<file path="config.mk">
export PLATFORM = sky130hd
export DESIGN_NAME = pipe_front_ctrl_flat
export DESIGN_NICKNAME = d
export VERILOG_FILES = /design/src/rtl/pipe_front_ctrl_if.sv /design/src/rtl/pipe_front_ctrl.sv /design/src/flat_wrapper.sv
export SDC_FILE = /design/constraint.sdc
export NUM_CORES = 1
export LEC_CHECK = 0
export BUFFER_PORTS_ARGS = -buffer_cell sky130_fd_sc_hd__buf_4
export CORE_MARGIN = 3
export CORE_UTILIZATION = 35
export DETAILED_ROUTE_END_ITERATION = 10
export PLACE_DENSITY = 0.58
export SETUP_SLACK_MARGIN = 0.4
export SLEW_MARGIN = 30
export SYNTH_ARGS = -nofsm -noshare
export SYNTH_HDL_FRONTEND = slang
export SYNTH_SLANG_ARGS = --single-unit
</file>
<file path="constraint.sdc">
create_clock -name clk -period 10.9 [get_ports clk]
set_input_delay 0.545 -clock clk [delete_from_list [all_inputs] [get_ports clk]]
set_output_delay 0.545 -clock clk [all_outputs]
set_load 0.02 [all_outputs]
</file>
<file path="src/rtl/pipe_front_ctrl_if.sv">
// Front-end control bundle: hazard/branch requests and imem data in,
// PC, IF/ID and ID/EX register contents plus perf counters out.
interface pipe_front_ctrl_if #(
  parameter int XLEN   = 32,
  parameter int CTRL_W = 12,
  parameter int CNT_W  = 16
);
  logic              pc_write;
  logic              if_id_write;
  logic              control_sel;
  logic              branch_taken;
  logic [XLEN-1:0]   branch_target;
  logic [31:0]       imem_instr;
  logic [CTRL_W-1:0] id_ctrl;

  logic [XLEN-1:0]   pc;
  logic [XLEN-1:0]   if_id_pc;
  logic [31:0]       if_id_instr;
  logic              if_id_valid;
  logic [CTRL_W-1:0] id_ex_ctrl;
  logic              id_ex_valid;
  logic [CNT_W-1:0]  stall_cnt;
  logic [CNT_W-1:0]  flush_cnt;

  modport master (
    output pc_write, if_id_write, control_sel, branch_taken, branch_target,
           imem_instr, id_ctrl,
    input  pc, if_id_pc, if_id_instr, if_id_valid, id_ex_ctrl, id_ex_valid,
           stall_cnt, flush_cnt
  );

  modport slave (
    input  pc_write, if_id_write, control_sel, branch_taken, branch_target,
           imem_instr, id_ctrl,
    output pc, if_id_pc, if_id_instr, if_id_valid, id_ex_ctrl, id_ex_valid,
           stall_cnt, flush_cnt
  );
endinterface

</file>
<file path="src/rtl/pipe_front_ctrl.sv">
// PC, IF/ID and ID/EX register ownership for the 5-stage RV32 front end:
// applies flush > stall > advance each cycle and counts bubbles/redirects.
module pipe_front_ctrl #(
  parameter int              XLEN      = 32,
  parameter int              CTRL_W    = 12,
  parameter logic [XLEN-1:0] RESET_PC  = '0,
  parameter logic [31:0]     NOP_INSTR = 32'h0000_0013,
  parameter int              CNT_W     = 16
) (
  input  logic         clk,
  input  logic         rst,
  pipe_front_ctrl_if.slave bus
);

  typedef enum logic {BOOT = 1'b0, RUN = 1'b1} state_t;

  state_t            state_reg, state_next;
  logic [XLEN-1:0]   pc_reg, pc_next;
  logic [XLEN-1:0]   if_id_pc_reg, if_id_pc_next;
  logic [31:0]       if_id_instr_reg, if_id_instr_next;
  logic              if_id_valid_reg, if_id_valid_next;
  logic [CTRL_W-1:0] id_ex_ctrl_reg, id_ex_ctrl_next;
  logic              id_ex_valid_reg, id_ex_valid_next;
  logic [CNT_W-1:0]  stall_cnt_reg, stall_cnt_next;
  logic [CNT_W-1:0]  flush_cnt_reg, flush_cnt_next;

  always_ff @(posedge clk or posedge rst) begin
    if (rst) begin
      state_reg       <= BOOT;
      pc_reg          <= RESET_PC;
      if_id_pc_reg    <= '0;
      if_id_instr_reg <= NOP_INSTR;
      if_id_valid_reg <= 1'b0;
      id_ex_ctrl_reg  <= '0;
      id_ex_valid_reg <= 1'b0;
      stall_cnt_reg   <= '0;
      flush_cnt_reg   <= '0;
    end else begin
      state_reg       <= state_next;
      pc_reg          <= pc_next;
      if_id_pc_reg    <= if_id_pc_next;
      if_id_instr_reg <= if_id_instr_next;
      if_id_valid_reg <= if_id_valid_next;
      id_ex_ctrl_reg  <= id_ex_ctrl_next;
      id_ex_valid_reg <= id_ex_valid_next;
      stall_cnt_reg   <= stall_cnt_next;
      flush_cnt_reg   <= flush_cnt_next;
    end
  end

  always_comb begin
    state_next       = state_reg;
    pc_next          = pc_reg;
    if_id_pc_next    = if_id_pc_reg;
    if_id_instr_next = if_id_instr_reg;
    if_id_valid_next = if_id_valid_reg;
    id_ex_ctrl_next  = id_ex_ctrl_reg;
    id_ex_valid_next = id_ex_valid_reg;
    stall_cnt_next   = stall_cnt_reg;
    flush_cnt_next   = flush_cnt_reg;

    case (state_reg)
      BOOT: begin
        // One settling cycle after reset: pipeline loads empty, inputs ignored.
        state_next       = RUN;
        pc_next          = RESET_PC;
        if_id_pc_next    = '0;
        if_id_instr_next = NOP_INSTR;
        if_id_valid_next = 1'b0;
        id_ex_ctrl_next  = '0;
        id_ex_valid_next = 1'b0;
      end
      default: begin
        if (bus.branch_taken) begin
          // Redirect squashes both younger stages; stall requests are moot.
          pc_next          = bus.branch_target & ~XLEN'(3);
          if_id_pc_next    = '0;
          if_id_instr_next = NOP_INSTR;
          if_id_valid_next = 1'b0;
          id_ex_ctrl_next  = '0;
          id_ex_valid_next = 1'b0;
          if (flush_cnt_reg != '1)
            flush_cnt_next = flush_cnt_reg + CNT_W'(1);
        end else begin
          if (bus.pc_write)
            pc_next = pc_reg + XLEN'(4);
          if (bus.if_id_write) begin
            if_id_pc_next    = pc_reg;
            if_id_instr_next = bus.imem_instr;
            if_id_valid_next = 1'b1;
          end
          if (bus.control_sel) begin
            id_ex_ctrl_next  = '0;
            id_ex_valid_next = 1'b0;
            if (stall_cnt_reg != '1)
              stall_cnt_next = stall_cnt_reg + CNT_W'(1);
          end else begin
            id_ex_ctrl_next  = bus.id_ctrl;
            id_ex_valid_next = if_id_valid_reg;
          end
        end
      end
    endcase
  end

  assign bus.pc          = pc_reg;
  assign bus.if_id_pc    = if_id_pc_reg;
  assign bus.if_id_instr = if_id_instr_reg;
  assign bus.if_id_valid = if_id_valid_reg;
  assign bus.id_ex_ctrl  = id_ex_ctrl_reg;
  assign bus.id_ex_valid = id_ex_valid_reg;
  assign bus.stall_cnt   = stall_cnt_reg;
  assign bus.flush_cnt   = flush_cnt_reg;

endmodule

</file>
<file path="src/flat_wrapper.sv">
// flat-port wrapper written by rule: the top's interface ports become plain ports
module pipe_front_ctrl_flat 
#(
  parameter int              XLEN      = 32,
  parameter int              CTRL_W    = 12,
  parameter logic [XLEN-1:0] RESET_PC  = '0,
  parameter logic [31:0]     NOP_INSTR = 32'h0000_0013,
  parameter int              CNT_W     = 16
)
  (clk, rst, bus_pc_write, bus_if_id_write, bus_control_sel, bus_branch_taken, bus_branch_target, bus_imem_instr, bus_id_ctrl, bus_pc, bus_if_id_pc, bus_if_id_instr, bus_if_id_valid, bus_id_ex_ctrl, bus_id_ex_valid, bus_stall_cnt, bus_flush_cnt);
  pipe_front_ctrl_if #(.XLEN(XLEN), .CTRL_W(CTRL_W), .CNT_W(CNT_W)) bus_i ();
  input  logic clk;
  input  logic rst;
  input wire logic [$bits(bus_i.pc_write)-1:0] bus_pc_write;
  input wire logic [$bits(bus_i.if_id_write)-1:0] bus_if_id_write;
  input wire logic [$bits(bus_i.control_sel)-1:0] bus_control_sel;
  input wire logic [$bits(bus_i.branch_taken)-1:0] bus_branch_taken;
  input wire logic [$bits(bus_i.branch_target)-1:0] bus_branch_target;
  input wire logic [$bits(bus_i.imem_instr)-1:0] bus_imem_instr;
  input wire logic [$bits(bus_i.id_ctrl)-1:0] bus_id_ctrl;
  output wire logic [$bits(bus_i.pc)-1:0] bus_pc;
  output wire logic [$bits(bus_i.if_id_pc)-1:0] bus_if_id_pc;
  output wire logic [$bits(bus_i.if_id_instr)-1:0] bus_if_id_instr;
  output wire logic [$bits(bus_i.if_id_valid)-1:0] bus_if_id_valid;
  output wire logic [$bits(bus_i.id_ex_ctrl)-1:0] bus_id_ex_ctrl;
  output wire logic [$bits(bus_i.id_ex_valid)-1:0] bus_id_ex_valid;
  output wire logic [$bits(bus_i.stall_cnt)-1:0] bus_stall_cnt;
  output wire logic [$bits(bus_i.flush_cnt)-1:0] bus_flush_cnt;
  assign bus_i.pc_write = bus_pc_write;
  assign bus_i.if_id_write = bus_if_id_write;
  assign bus_i.control_sel = bus_control_sel;
  assign bus_i.branch_taken = bus_branch_taken;
  assign bus_i.branch_target = bus_branch_target;
  assign bus_i.imem_instr = bus_imem_instr;
  assign bus_i.id_ctrl = bus_id_ctrl;
  assign bus_pc = bus_i.pc;
  assign bus_if_id_pc = bus_i.if_id_pc;
  assign bus_if_id_instr = bus_i.if_id_instr;
  assign bus_if_id_valid = bus_i.if_id_valid;
  assign bus_id_ex_ctrl = bus_i.id_ex_ctrl;
  assign bus_id_ex_valid = bus_i.id_ex_valid;
  assign bus_stall_cnt = bus_i.stall_cnt;
  assign bus_flush_cnt = bus_i.flush_cnt;
  pipe_front_ctrl #(.XLEN(XLEN), .CTRL_W(CTRL_W), .RESET_PC(RESET_PC), .NOP_INSTR(NOP_INSTR), .CNT_W(CNT_W)) u_core (.clk(clk), .rst(rst), .bus(bus_i));
endmodule
</file>
# --- Word level (Yosys, flattened, before mapping) ---
# Index checks and enable logic that the tools add are counted.
totals:
  reg_bits: 143
  word_cells: 37
  inputBits: 82
  rom_bits: 0
  latch_bits: 0
  ram_bits: 0
  out_inout_bits: 142
  mem_count: 0
op_classes:
  bitwise_logic: 1
  n_div: 0
  shift: 0
  mux: 18
  reduce_logical: 2
  order_cmp: 0
  addsub: 3
  n_mul: 0
  eq_ne: 4
op_table:
  columns: ["operator", "n"]
  rows:
  - ["32-bit 2-to-1 mux", 9]
  - ["12-bit 2-to-1 mux", 3]
  - ["16-bit by 1-bit adder with 16-bit output, second input constant", 2]
  - ["32-bit by 3-bit adder with 32-bit output, second input constant", 1]
  - ["16-bit inequality test, second input constant", 2]
  - ["1-bit 2-to-1 mux", 6]
  - ["3-bit inequality test, second input constant", 2]
  - ["4-bit AND reduction", 1]
  - ["3-bit AND reduction", 1]
  - ["1-bit NOT", 1]

# --- Logic depth before layout (Yosys ltp) ---
# Gate-level depths: netlist (run 1).
depth:
  ltp_word: 4
  depth_mapped: 7

# --- Least setup slack after synthesis (run 1) ---
# OpenSTA, ideal clock, no wires.
synth_timing:
  path_type: "input-to-reg"
  start: "input bus_branch_taken"
  end: "register u_core.stall_cnt_reg[11] (netlist: u_core.bus.stall_cnt[11])"
  setup_time_ps: 131
  t_required_ps: 10769
  cell_stages: 6
  n_path_buf: 1
  slack_ps: 9038
  arrival_time_ps: 1731
  path_cell_list: "buf_2 -> nand3b_4 -> or3_1 -> a21oi_2 -> nand4_1 -> xnor2_1"
synth_via:
  elab_chain_len: 2
synth_lines:
  columns: ["element", "line", "source"]
  rows:
  - ["from (decl)", "flat_wrapper.sv:17", "input wire logic [$bits(bus_i.branch_taken)-1:0] bus_branch_taken;"]
  - ["1-bit NOT (no source line)", null, null]
  - ["4-bit AND reduction (no source line)", null, null]
  - ["to (signal assigned)", "pipe_front_ctrl.sv:46", "stall_cnt_reg <= stall_cnt_next;"]
  - ["to (decl)", "pipe_front_ctrl.sv:24", "logic [CNT_W-1:0] stall_cnt_reg, stall_cnt_next;"]
# Every way passes these cells.
# A chain may end at the register's enable or synchronous reset.

# --- Final worst setup path (run 1) ---
layout_timing:
  start: "register u_core.state_reg"
  end: "register u_core.stall_cnt_reg[15] (netlist: u_core.bus.stall_cnt[15])"
layout_via:
  elab_chain_len: 1
layout_lines:
  columns: ["element", "line", "source"]
  rows:
  - ["from (decl)", "pipe_front_ctrl.sv:17", "state_t state_reg, state_next;"]
  - ["from (signal assigned)", "pipe_front_ctrl.sv:39", "state_reg <= state_next;"]
  - ["4-bit AND reduction (no source line)", null, null]
# Every way passes these cells.

==> results of run 1 <==
routing by layer:
layer  track usage  vias up  part of all wire
met2         0.270      158              0.47
met1         0.223     2401              0.43
met4        0.0423        0            0.0094
met3        0.0690       16             0.085
li1              -     2395                 -
met5             0        -                 0
placed cells by master, fill, tap and decap left out, types with 17 or more instances in the layout:
cell       netlist  layout
nor2_1          79      79
buf_4            4     221
nand4_1         22      22
clkbuf_16        0      17
a21oi_1         17      17
nand2_1         36      35
mux2i_1         64      64
dfrtp_1        137     137
and2_1          22      22
nand3_1         25      25
o21ai_0         26      26
xor2_1          27      27
xnor2_1         30      30
area by class of cell:
| type | count | share of cell area |
|---|---|---|
| well taps | 225 | 0.0322 |
| clock inverters | 13 | 0.0187 |
| multi-input cells | 401 | 0.301 |
| flip-flops and latches | 140 | 0.401 |
| repair buffers | 223 | 0.192 |
| inverters | 5 | 0.00272 |
| clock buffers | 19 | 0.0518 |
cell families (layout without fill, tap and decap cells):
kind of cell,Yosys count,count (layout),synth area share
flip-flops,140,140,0.557
AND/OR/NAND/NOR,219,219,0.177
other,2,3,0.00119
multiplexers,66,66,0.105
XOR/XNOR,57,57,0.0793
AO/OA/AOI/OAI,53,53,0.0491
buffers and inverters,35,260,0.0252
adder cells (fa/ha/maj),3,3,0.00596
power breakdown:
part	internal (mW)	switching [mW]	total, mW
clock	0.374	0.225	0.599
combinational	0.0976	0.111	0.209
sequential	0.553	0.0462	0.599
worst min path at each step:
stage	from	to	slack [ns]	depth (start not counted)
final	rst	u_core.bus.if_id_instr[26]$_DFFE_PP0P_	0.23	2
after detailed placement	u_core.bus.stall_cnt[14]$_DFFE_PP0P_	u_core.bus.stall_cnt[14]$_DFFE_PP0P_	0.51	1
after CTS	rst	u_core.bus.if_id_instr[26]$_DFFE_PP0P_	0.25	2
after floorplan	u_core.bus.if_id_instr[0]$_DFFE_PP1P_	u_core.bus.if_id_instr[0]$_DFFE_PP1P_	0.57	2
after global routing	rst	u_core.bus.if_id_instr[25]$_DFFE_PP0P_	0.28	2
after global placement	u_core.bus.flush_cnt[12]$_DFFE_PP0P_	u_core.bus.flush_cnt[12]$_DFFE_PP0P_	0.50	1
stage by stage:
stage | cell area (um2) | hold slack (ns) | util
6_report | 8750 | 0.228 | 0.500
5_1_grt | 8750 | 0.276 | 0.500
4_1_cts | 8740 | 0.248 | 0.500
3_5_place_dp | 8130 | 0.513 | 0.465
3_3_place_gp | 8120 | 0.501 | 0.465
2_1_floorplan | 6300 | 0.570 | -
==> impl_results.md, run 1 <==
* Critical path fanouts, max at 12
* Largest net degree at the start of global routing at 72
* Transition time at the pin with the least slew margin at about 0.78 ns
* Final net count at 873
* Fraction of final layout cells with drive strength greater than 1 at 0.341
* Minimum clock period at 1.90 ns
* IO Port Bufs at 219
* Number of filler instances in the final layout at 1634
* Finished Layout Cells at 1026
* Setup violation total in the final timing report at 0
* Cell count after synthesis at 575
* Via count at 4970
* Detailed-placement wirelength estimate at between 10000 and 15000 um
* Clk Tree Root Cell: clkbuf_16
* Asr flop ratio synth at 1.00
* Critical path capture point: u_core.bus.stall_cnt[15]$_DFFE_PP0P_
* Initial cell density of the core at 0.360
* H-tree depth reported by CTS at 4
* Type of element launching the critical path: flop
* Family with the most delay on the worst path: simple AND/OR/NAND/NOR gates
* Slowest CP cell: dfrtp_1
* Slew Viols, Final at 0
* Remaining routing DRC violations at 0
* CP Depth at 5
* Crit path from: u_core.state_reg$_DFF_PP0_
* Worst setup EP type: flop
* Drt initial violations at 277
* Critical setup path kind: flop to flop
* PnR worst setup slack at 9.00 ns
* Power Dens Cells at 161 nW/um2
* Floorplan row count at 48
* # IOs at 224
* Max FFs per register at 32
* Sequential-to-total area share from yosys stat at 0.557
* Mapped Area at 6290 um2
* Number of global-route vias before repair at a little over 5000
* Setup Skew at 0.00925 ns
* Highest clock rate at 528 MHz
* Status: completed
* Final total power at ~1.4 mW
* Total of warnings raised by yosys at 0
* # resized after CTS at 0
* Relative slew slack at 0.478
* Mean routed wirelength per cell at about 16 um
* CTS tree: built
* WP data required at around 11 ns
* Leakage at approximately 4.4 nW
* Antenna violations before repair at 0
* RSZ-0062 raised after global routing: false
* Sum Neg Setup Slack at 0 ns
* Clock-pin slew of the registers on the worst-case setup and hold paths at 0.06 ns
* Total CTS buffers at 17
* Gr ovfl total at 0
* Hold Fails Final Rpt at 0
* Place WS at 8.78 ns
* Class of the tightest hold or removal check: primary input to async pin
* Layout Area Growth over Synthesis at 38.9%
* Diodes inserted at 0
* Avg Vias per Cell at 4.84
* Hold buffer count at CTS at 0
* Number of buffers on the longest clock path at 2
* Final Wtd Congestion at 0.834
* Detailed Route WL at 16800 um
* Synth Register Bits at 140
* Mean Syn Cell Area at 10.9 um2
* Clock latency at the later pin of the worst-skew pair at 0.42 ns
* Buffering stage count on the worst path with inverters included at 0
* Setup bufs post-CTS at 0
* Worst reg2reg path startpoint: u_core.state_reg$_DFF_PP0_
* WP data arrival at 2.20 ns
* Synth unique cells at 43
* R2R setup slack at 9.00 ns
* Depth of the worst register-to-register path at 5
* First-pass detailed-route iteration total at 4
* RR Endpoint: u_core.bus.stall_cnt[15]$_DFFE_PP0P_
* Most instantiated flip-flop cell in the synthesis netlist: dfrtp_1
* Core area at around 17000 um2
* Cells taking the most area after synthesis: dfrtp_1 54%, mux2i_1 10%, nor2_1 4.7%
* Period Utilization, post-route at 0.174
* Top cells by count, synth: 137 x dfrtp_1, 79 x nor2_1, 64 x mux2i_1
* Area of the die at 19600 um2
* Area fraction of the dominant cell type after synthesis at 0.545
* Placed cell count at between 900 and 1000
* Number of nets with antenna violations after detailed routing at 0
* GRT Overall Usage at 0.172
* Register Area at 3510 um2
* Number of enable flip-flop cells after synthesis at 0
* Worst stage delay on the critical path at 0.63 ns
* Floorplan die height at ~140 um
* Number of sinks on the clock net at 140
* Library cell with the highest instance count after synthesis: dfrtp_1
* Top cell type by total area after synthesis: dfrtp_1
* Max Cap Viol at 0
* Peak ir drop on the vdd network at 108 uV
* Combined area of the multi-input logic cells at 2640 um2
* First-pass GRT wire length at 26900 um
* Crit-path cells: nand3b_4 > or3_1 > a21oi_2 > nand4_1 > xnor2_1
* Width of the chip at 140 um
(Power assumes the default switching activity.)
==> run 2: changes to the inputs <==
Clock period 10.9 ns to 1.89 ns, I/O delays scaled along.
==> run 2 against run 1 <==
Global-route usage grew 2.5 points; power grew to 6.0 times the previous value; count of clock-buffer cells in the layout increased by 4; highest routed layer unchanged; cell count is 15% higher; utilization grew 10 points.
==> impl_results.md, run 2 (synthesis gave the netlist of run 1 again) <==
* Status: completed (unchanged)
* GRT Overall Usage at 0.197 (was 0.172)
* Placed cell count at 1011 (was 994)
* Initial cell density of the core at 0.360 (unchanged)
* Critical setup path kind: flop to flop (unchanged)
* RR Endpoint: u_core.bus.flush_cnt[1]$_DFFE_PP0P_ (was u_core.bus.stall_cnt[15]$_DFFE_PP0P_)
* Detailed Route WL at 19600 um (was 16800 um)
* Drt initial violations at 312 (was 277)
* Width of the chip at 140 um (unchanged)
* Critical path fanouts, max at 7 (was 12)
* Max FFs per register at 32 (unchanged)
* Hold Crit Endpoint: u_core.bus.pc[30]$_DFFE_PP0P_
* Total CTS buffers at 17 (unchanged)
* Largest net degree at the start of global routing at 65 (was 72)
* WP data required at 2.19 ns (was 11.20 ns)
* Final total power at 8.37 mW (was 1.41 mW)
* Worst setup EP type: flop (unchanged)
* CTS tree: built (unchanged)
* Seq pwr share at 0.409 (was 0.426)
* Max Cap Viol at 0 (unchanged)
* Depth of the worst register-to-register path at 6 (was 5)
* Final core utilization at 0.604 (was 0.500)
* Remaining routing DRC violations at 0 (unchanged)
* Clock latency at the later pin of the worst-skew pair at 0.41 ns (was 0.42 ns)
* First-pass GRT wire length at 31200 um (was 26900 um)
* Sw Ratio at 0.272 (about the same)
* Layout Area Growth over Synthesis at 67.8% (was 38.9%)
* Setup Skew at 0.00625 ns (was 0.00925 ns)
* Crit path from: u_core.bus.flush_cnt[1]$_DFFE_PP0P_ (was u_core.state_reg$_DFF_PP0_)
* Worst reg2reg path startpoint: u_core.bus.flush_cnt[1]$_DFFE_PP0P_ (was u_core.state_reg$_DFF_PP0_)
* Setup violation total in the final timing report at 0 (unchanged)
* Leakage at 5.23 nW (was 4.39 nW)
* Power Dens Cells at 793 nW/um2 (was 161 nW/um2)
* Minimum clock period at 1.69 ns (was 1.90 ns)
* Via count at 5789 (was 4970)
* Type of element launching the critical path: flop (unchanged)
* Area of the die at 19600 um2 (unchanged)
* Number of sinks on the clock net at 140 (unchanged)
* Number of buffers on the longest clock path at 2 (unchanged)
* Clock-pin slew of the registers on the worst-case setup and hold paths at 0.06 ns (about the same)
* RSZ-0062 raised after global routing: true (was false)
* Period Utilization, post-route at 0.895 (was 0.174)
* Final Wtd Congestion at 0.809 (was 0.834)
* Fraction of final layout cells with drive strength greater than 1 at 0.457 (was 0.341)
* Peak ir drop on the vdd network at 634 uV (was 108 uV)
* H-tree depth reported by CTS at 4 (unchanged)
* Mean routed wirelength per cell at 16.6 um (was 16.4 um)
* Floorplan die height at 140 um (unchanged)
* # IOs at 224 (unchanged)
* Clk Tree Root Cell: clkbuf_16 (unchanged)
* Gr ovfl total at 0 (unchanged)
* Diodes inserted at 0 (unchanged)
* Commonest non-fill, non-tap cell in the layout: buf_4 (unchanged)
* Final net count at 1031 (was 873)
* Number of global-route vias before repair at 5948 (was 5064)
* Slew Viols, Final at 0 (unchanged)
* Share of total power in the clock network at 0.386 (was 0.425)
* First-pass detailed-route iteration total at 6 (was 4)
* Antenna violations before repair at 0 (unchanged)
* Finished Layout Cells at 1182 (was 1026)
* R2R setup slack at 0.20 ns (was 9.00 ns)
* Detailed-placement wirelength estimate at 12400 um (was 12100 um)
* Switching power of the nets at 2.28 mW (was 0.382 mW)
* IO Port Bufs at 219 (unchanged)
* Sum Neg Setup Slack at 0 ns (unchanged)
* Internal at 6.10 mW (was 1.02 mW)
* Top library cells by usage in the layout, fill and taps aside: 300 x buf_4, 112 x dfrtp_1, 73 x nor2_1, 70 x dlygate4sd3_1, 64 x mux2i_1 (was 221 x buf_4, 137 x dfrtp_1, 79 x nor2_1, 64 x mux2i_1, 35 x nand2_1)
* Worst Min Path Start: bus_branch_target[30]
* Hold Fails Final Rpt at 0 (unchanged)
* WP data arrival at 1.99 ns (was 2.20 ns)
* Avg Vias per Cell at 4.90 (was 4.84)
* Number of nets with antenna violations after detailed routing at 0 (unchanged)
* Floorplan row count at 48 (unchanged)
* Logic gate share of total power at 0.205 (was 0.148)
* Highest clock rate at 591 MHz (was 528 MHz)
* Core area at 17500 um2 (unchanged)
* Number of stages on the worst hold path at 3
* Class of the tightest hold or removal check: primary input to flop (was primary input to async pin)
[run 2: area by class of cell]
| class | instances | area [um2] |
|---|---|---|
| flip-flops and latches | 140 | 3540 |
| well taps | 225 | 282 |
| fillers | 1451 | 6910 |
| clock buffers | 23 | 478 |
| repair buffers | 381 | 3120 |
| inverters | 5 | 22.5 |
| multi-input cells | 401 | 3030 |
| clock inverters | 7 | 90.1 |
[run 2: what timing repair did]
item,4_1_cts,5_1_grt
gates cloned,0,0
hold buffers,70,0
pin swaps,37,50
resized for setup,68,43
endpoints found under the hold margin,206,0
endpoints found under the setup margin,63,54
setup buffers,51,20
[run 2: power by group through the flow]
stage                     logic (mW)  registers, mW  clock network [mW]
after CTS                       1.65           3.40                3.33
final                           1.72           3.42                3.23
after global routing            1.85           3.45                3.45
after global placement          1.27           3.47                   0
after detailed placement        1.29           3.49                   0
after floorplan                0.453           3.68                   0
[run 2: metal layers]
layer	GRT usage	part of all wire	wire (um)	up-vias
met5	0	0	0	-
met4	0.0551	0.017	330	0
met3	0.0529	0.070	1370	24
met2	0.334	0.51	9930	202
met1	0.250	0.41	7980	2855
li1	-	-	-	2708
[run 2: critical path: stages, from the launching register on]
cell and delay [ns]:
dfrtp_1 0.37, ha_2 0.19, nand4_1 0.15, buf_4 0.18
nor4_4 0.31, nor2_4 0.10, mux2_2 0.28
[run 2: per-stage QoR]
| stage | setup slack [ns] | cell area [um2] | hold WS (ns) |
|---|---|---|---|
| global placement | 0.158 | 8310 | 0.00744 |
| global route | 0.172 | 10600 | 0.0184 |
| detailed placement | 0.104 | 8310 | 0.00744 |
| finish | 0.199 | 10600 | 0.0265 |
| floorplan | 0.0489 | 6320 | 0.223 |
| CTS | 0.274 | 10200 | 0.00260 |
[run 2: worst max path at each step]
stage / endpoint / slack (ns) / depth (start not counted)
after floorplan: u_core.bus.flush_cnt[0]$_DFFE_PP0P_ / 0.05 / 1
after global placement: u_core.bus.pc[26]$_DFFE_PP0P_ / 0.16 / 6
after detailed placement: u_core.bus.flush_cnt[1]$_DFFE_PP0P_ / 0.10 / 5
after CTS: u_core.bus.flush_cnt[1]$_DFFE_PP0P_ / 0.27 / 6
after global routing: u_core.bus.flush_cnt[1]$_DFFE_PP0P_ / 0.17 / 6
final: u_core.bus.flush_cnt[1]$_DFFE_PP0P_ / 0.20 / 6
==> run 3: changes to the inputs <==
Clock period 1.89 ns to 2.1 ns, I/O delays scaled along.
==> run 3 against run 2 <==
Clock skew up 0.0024 ns; via count down 5.5%; sequential cell count unchanged; non-clock buffer count down 56; sequential power down 9.1%; hold slack worse by 0.012 ns; critical endpoint is now u_core.bus.flush_cnt[10]$_DFFE_PP0P_.
==> impl_results.md, run 3 (synthesis gave the netlist of run 1 again) <==
* Status: completed (unchanged)
* Remaining routing DRC violations at 0 (unchanged)
* Number of nets with antenna violations after detailed routing at 0 (unchanged)
* Class of the tightest hold or removal check: primary input to flop (unchanged)
* Relative slew slack at 0.626
* Commonest non-fill, non-tap cell in the layout: buf_4 (unchanged)
* Crit-path cells: ha_2 > nand4_1 > or2_2 > nor4_2 > xor2_1 (was ha_2 > nand4_1 > buf_4 > nor4_4 > nor2_4 > mux2_2)
* Final core utilization at 0.564 (was 0.604)
* Area of the die at 19600 um2 (unchanged)
* Transition time at the pin with the least slew margin at 0.560 ns
* Detailed Route WL at 18400 um (was 19600 um)
* Fraction of final layout cells with drive strength greater than 1 at 0.383 (was 0.457)
* Slowest CP cell: or2_2 (was dfrtp_1)
* Detailed-placement wirelength estimate at 12700 um (was 12400 um)
* Area after detailed placement at 8210 um2 (was 8310 um2)
* Peak ir drop on the vdd network at 599 uV (was 634 uV)
* Period Utilization, post-route at 0.816 (was 0.895)
* First-pass GRT wire length at 28800 um (was 31200 um)
* Highest clock rate at 584 MHz (was 591 MHz)
* Clock-pin slew of the registers on the worst-case setup and hold paths at 0.07 ns (was 0.06 ns)
* Leakage at 4.85 nW (was 5.23 nW)
* Total CTS buffers at 17 (unchanged)
* Number of sinks on the clock net at 140 (unchanged)
* Clock latency at the later pin of the worst-skew pair at 0.42 ns (was 0.41 ns)
* Floorplan die height at 140 um (unchanged)
* Worst setup EP type: flop (unchanged)
* Switching power of the nets at 2.14 mW (was 2.28 mW)
* Buffering stage count on the worst path with inverters included at 0 (was 1)
* Hold Fails Final Rpt at 0 (unchanged)
* Number of global-route vias before repair at 5532 (was 5948)
* WP data arrival at 2.06 ns (was 1.99 ns)
* Worst stage delay on the critical path at 0.42 ns (was 0.37 ns)
* Design area at 9860 um2 (was 10600 um2)
* Top library cells by usage in the layout, fill and taps aside: 254 x buf_4, 116 x dfrtp_1, 77 x nor2_1, 68 x dlygate4sd3_1, 64 x mux2i_1 (was 300 x buf_4, 112 x dfrtp_1, 73 x nor2_1, 70 x dlygate4sd3_1, 64 x mux2i_1)
* Critical setup path kind: flop to flop (unchanged)
* GRT Overall Usage at 0.183 (was 0.197)
* Finished Layout Cells at 1128 (was 1182)
* RSZ-0062 raised after global routing: true (unchanged)
* Setup Skew at 0.00861 ns (was 0.00625 ns)
* Minimum clock period at 1.71 ns (was 1.69 ns)
* Family with the most delay on the worst path: simple AND/OR/NAND/NOR gates (unchanged)
* Logic gate share of total power at 0.181 (was 0.205)
* Gr ovfl total at 0 (unchanged)
* Core area at 17500 um2 (unchanged)
* Share of total power in the clock network at 0.410 (was 0.386)
* Power Dens Cells at 770 nW/um2 (was 793 nW/um2)
* Initial cell density of the core at 0.360 (unchanged)
* First-pass detailed-route iteration total at 4 (was 6)
* H-tree depth reported by CTS at 4 (unchanged)
* Max FFs per register at 32 (unchanged)
* Avg Vias per Cell at 4.85 (was 4.90)
* Diodes inserted at 0 (unchanged)
* Number of buffers on the longest clock path at 2 (unchanged)
* Final Wtd Congestion at 0.811 (was 0.809)
* Max Cap Viol at 0 (unchanged)
* Placed cell count at 1002 (was 1011)
* Seq pwr share at 0.409 (about the same)
* Final net count at 975 (was 1031)
* Slew Viols, Final at 0 (unchanged)
* Drt initial violations at 228 (was 312)
* Internal at 5.45 mW (was 6.10 mW)
* Final total power at 7.59 mW (was 8.37 mW)
* CTS tree: built (unchanged)
* Sw Ratio at 0.282 (was 0.272)
* IO Port Bufs at 219 (unchanged)
* Floorplan row count at 48 (unchanged)
* Mean routed wirelength per cell at 16.3 um (was 16.6 um)
* Sum Neg Setup Slack at 0 ns (unchanged)
* # IOs at 224 (unchanged)
* Setup violation total in the final timing report at 0 (unchanged)
* Width of the chip at 140 um (unchanged)
* WP data required at 2.45 ns (was 2.19 ns)
* Type of element launching the critical path: flop (unchanged)
* Critical path fanouts, max at 4 (was 7)
* Clk Tree Root Cell: clkbuf_16 (unchanged)
* Largest net degree at the start of global routing at 74 (was 65)
* Via count at 5469 (was 5789)
* Layout Area Growth over Synthesis at 56.7% (was 67.8%)
* Antenna violations before repair at 0 (unchanged)
## run 3: cell count changes in the layout (fill, tap and decap cells not counted), sizes merged
| cell | previous run | this run |
|---|---|---|
| buf | 311 | 257 |
| bufinv | 2 | 3 |
| clkbuf | 23 | 17 |
| clkinv | 3 | 2 |
| clkinvlp | 3 | 6 |
| dlygate4sd3 | 70 | 68 |
| inv | 4 | 9 |
## run 3: what timing repair did
item / CTS / global route
endpoints found under the hold margin: 89 / 0
buffers inserted: 2 / 24
hold buffers: 68 / 0
gates resized for setup: 12 / 35
pin swaps: 3 / 10
endpoints found under the setup margin: 32 / 35
## run 3: worst min-delay path: stages
cell     delay (ns)
buf_4          0.08
o21ai_0        0.06
a21oi_1        0.14
## run 3: power groups by stage
stage	clock network, mW	registers, mW	logic, mW
2_1_floorplan	0	3.31	0.407
3_3_place_gp	0	3.14	1.11
3_5_place_dp	0	3.15	1.14
5_1_grt	3.30	3.13	1.48
6_report	3.11	3.11	1.37
4_1_cts	3.18	3.11	1.25
## run 3: final cells by class
class / instances / area, um2
Fill cell: 1494 / 7610
Timing Repair Buffer: 325 / 2640
Clock inverter: 15 / 185
Inverter: 5 / 22.5
Sequential cell: 140 / 3530
Multi-Input combinational cell: 401 / 2780
Clock buffer: 17 / 425
Tap cell: 225 / 282
## run 3: routing by layer
metal,global-route usage,part of all wire,vias up
met5,0,0,-
met4,0.0602,0.015,0
met3,0.0584,0.071,18
met2,0.296,0.48,172
met1,0.235,0.43,2679
li1,-,-,2600
## run 3: path summary, 6_finish.rpt
| kind | slack [ns] | cells after the start | end | start |
|---|---|---|---|---|
| min reg2reg | 0.51 | 1 | u_core.bus.stall_cnt[5]$_DFFE_PP0P_ | u_core.bus.stall_cnt[5]$_DFFE_PP0P_ |
| max | 0.39 | 5 | u_core.bus.flush_cnt[10]$_DFFE_PP0P_ | u_core.bus.flush_cnt[0]$_DFFE_PP0P_ |
| min in group asynchronous | 0.29 | 3 | u_core.bus.id_ex_valid$_DFF_PP0_ | rst |
| min | 0.01 | 3 | u_core.bus.pc[27]$_DFFE_PP0P_ | bus_branch_target[27] |
| max reg2reg | 0.39 | 5 | u_core.bus.flush_cnt[10]$_DFFE_PP0P_ | u_core.bus.flush_cnt[0]$_DFFE_PP0P_ |
| max in group asynchronous | 0.98 | 4 | u_core.bus.pc[2]$_DFFE_PP0P_ | rst |
## run 3: metrics by stage
step | hold slack [ns] | setup slack (ns)
global placement | 0.195 | 0.284
detailed placement | 0.204 | 0.228
finish | 0.0148 | 0.387
CTS | 0.00265 | 0.349
floorplan | 0.234 | 0.248
global route | 0.0254 | 0.326
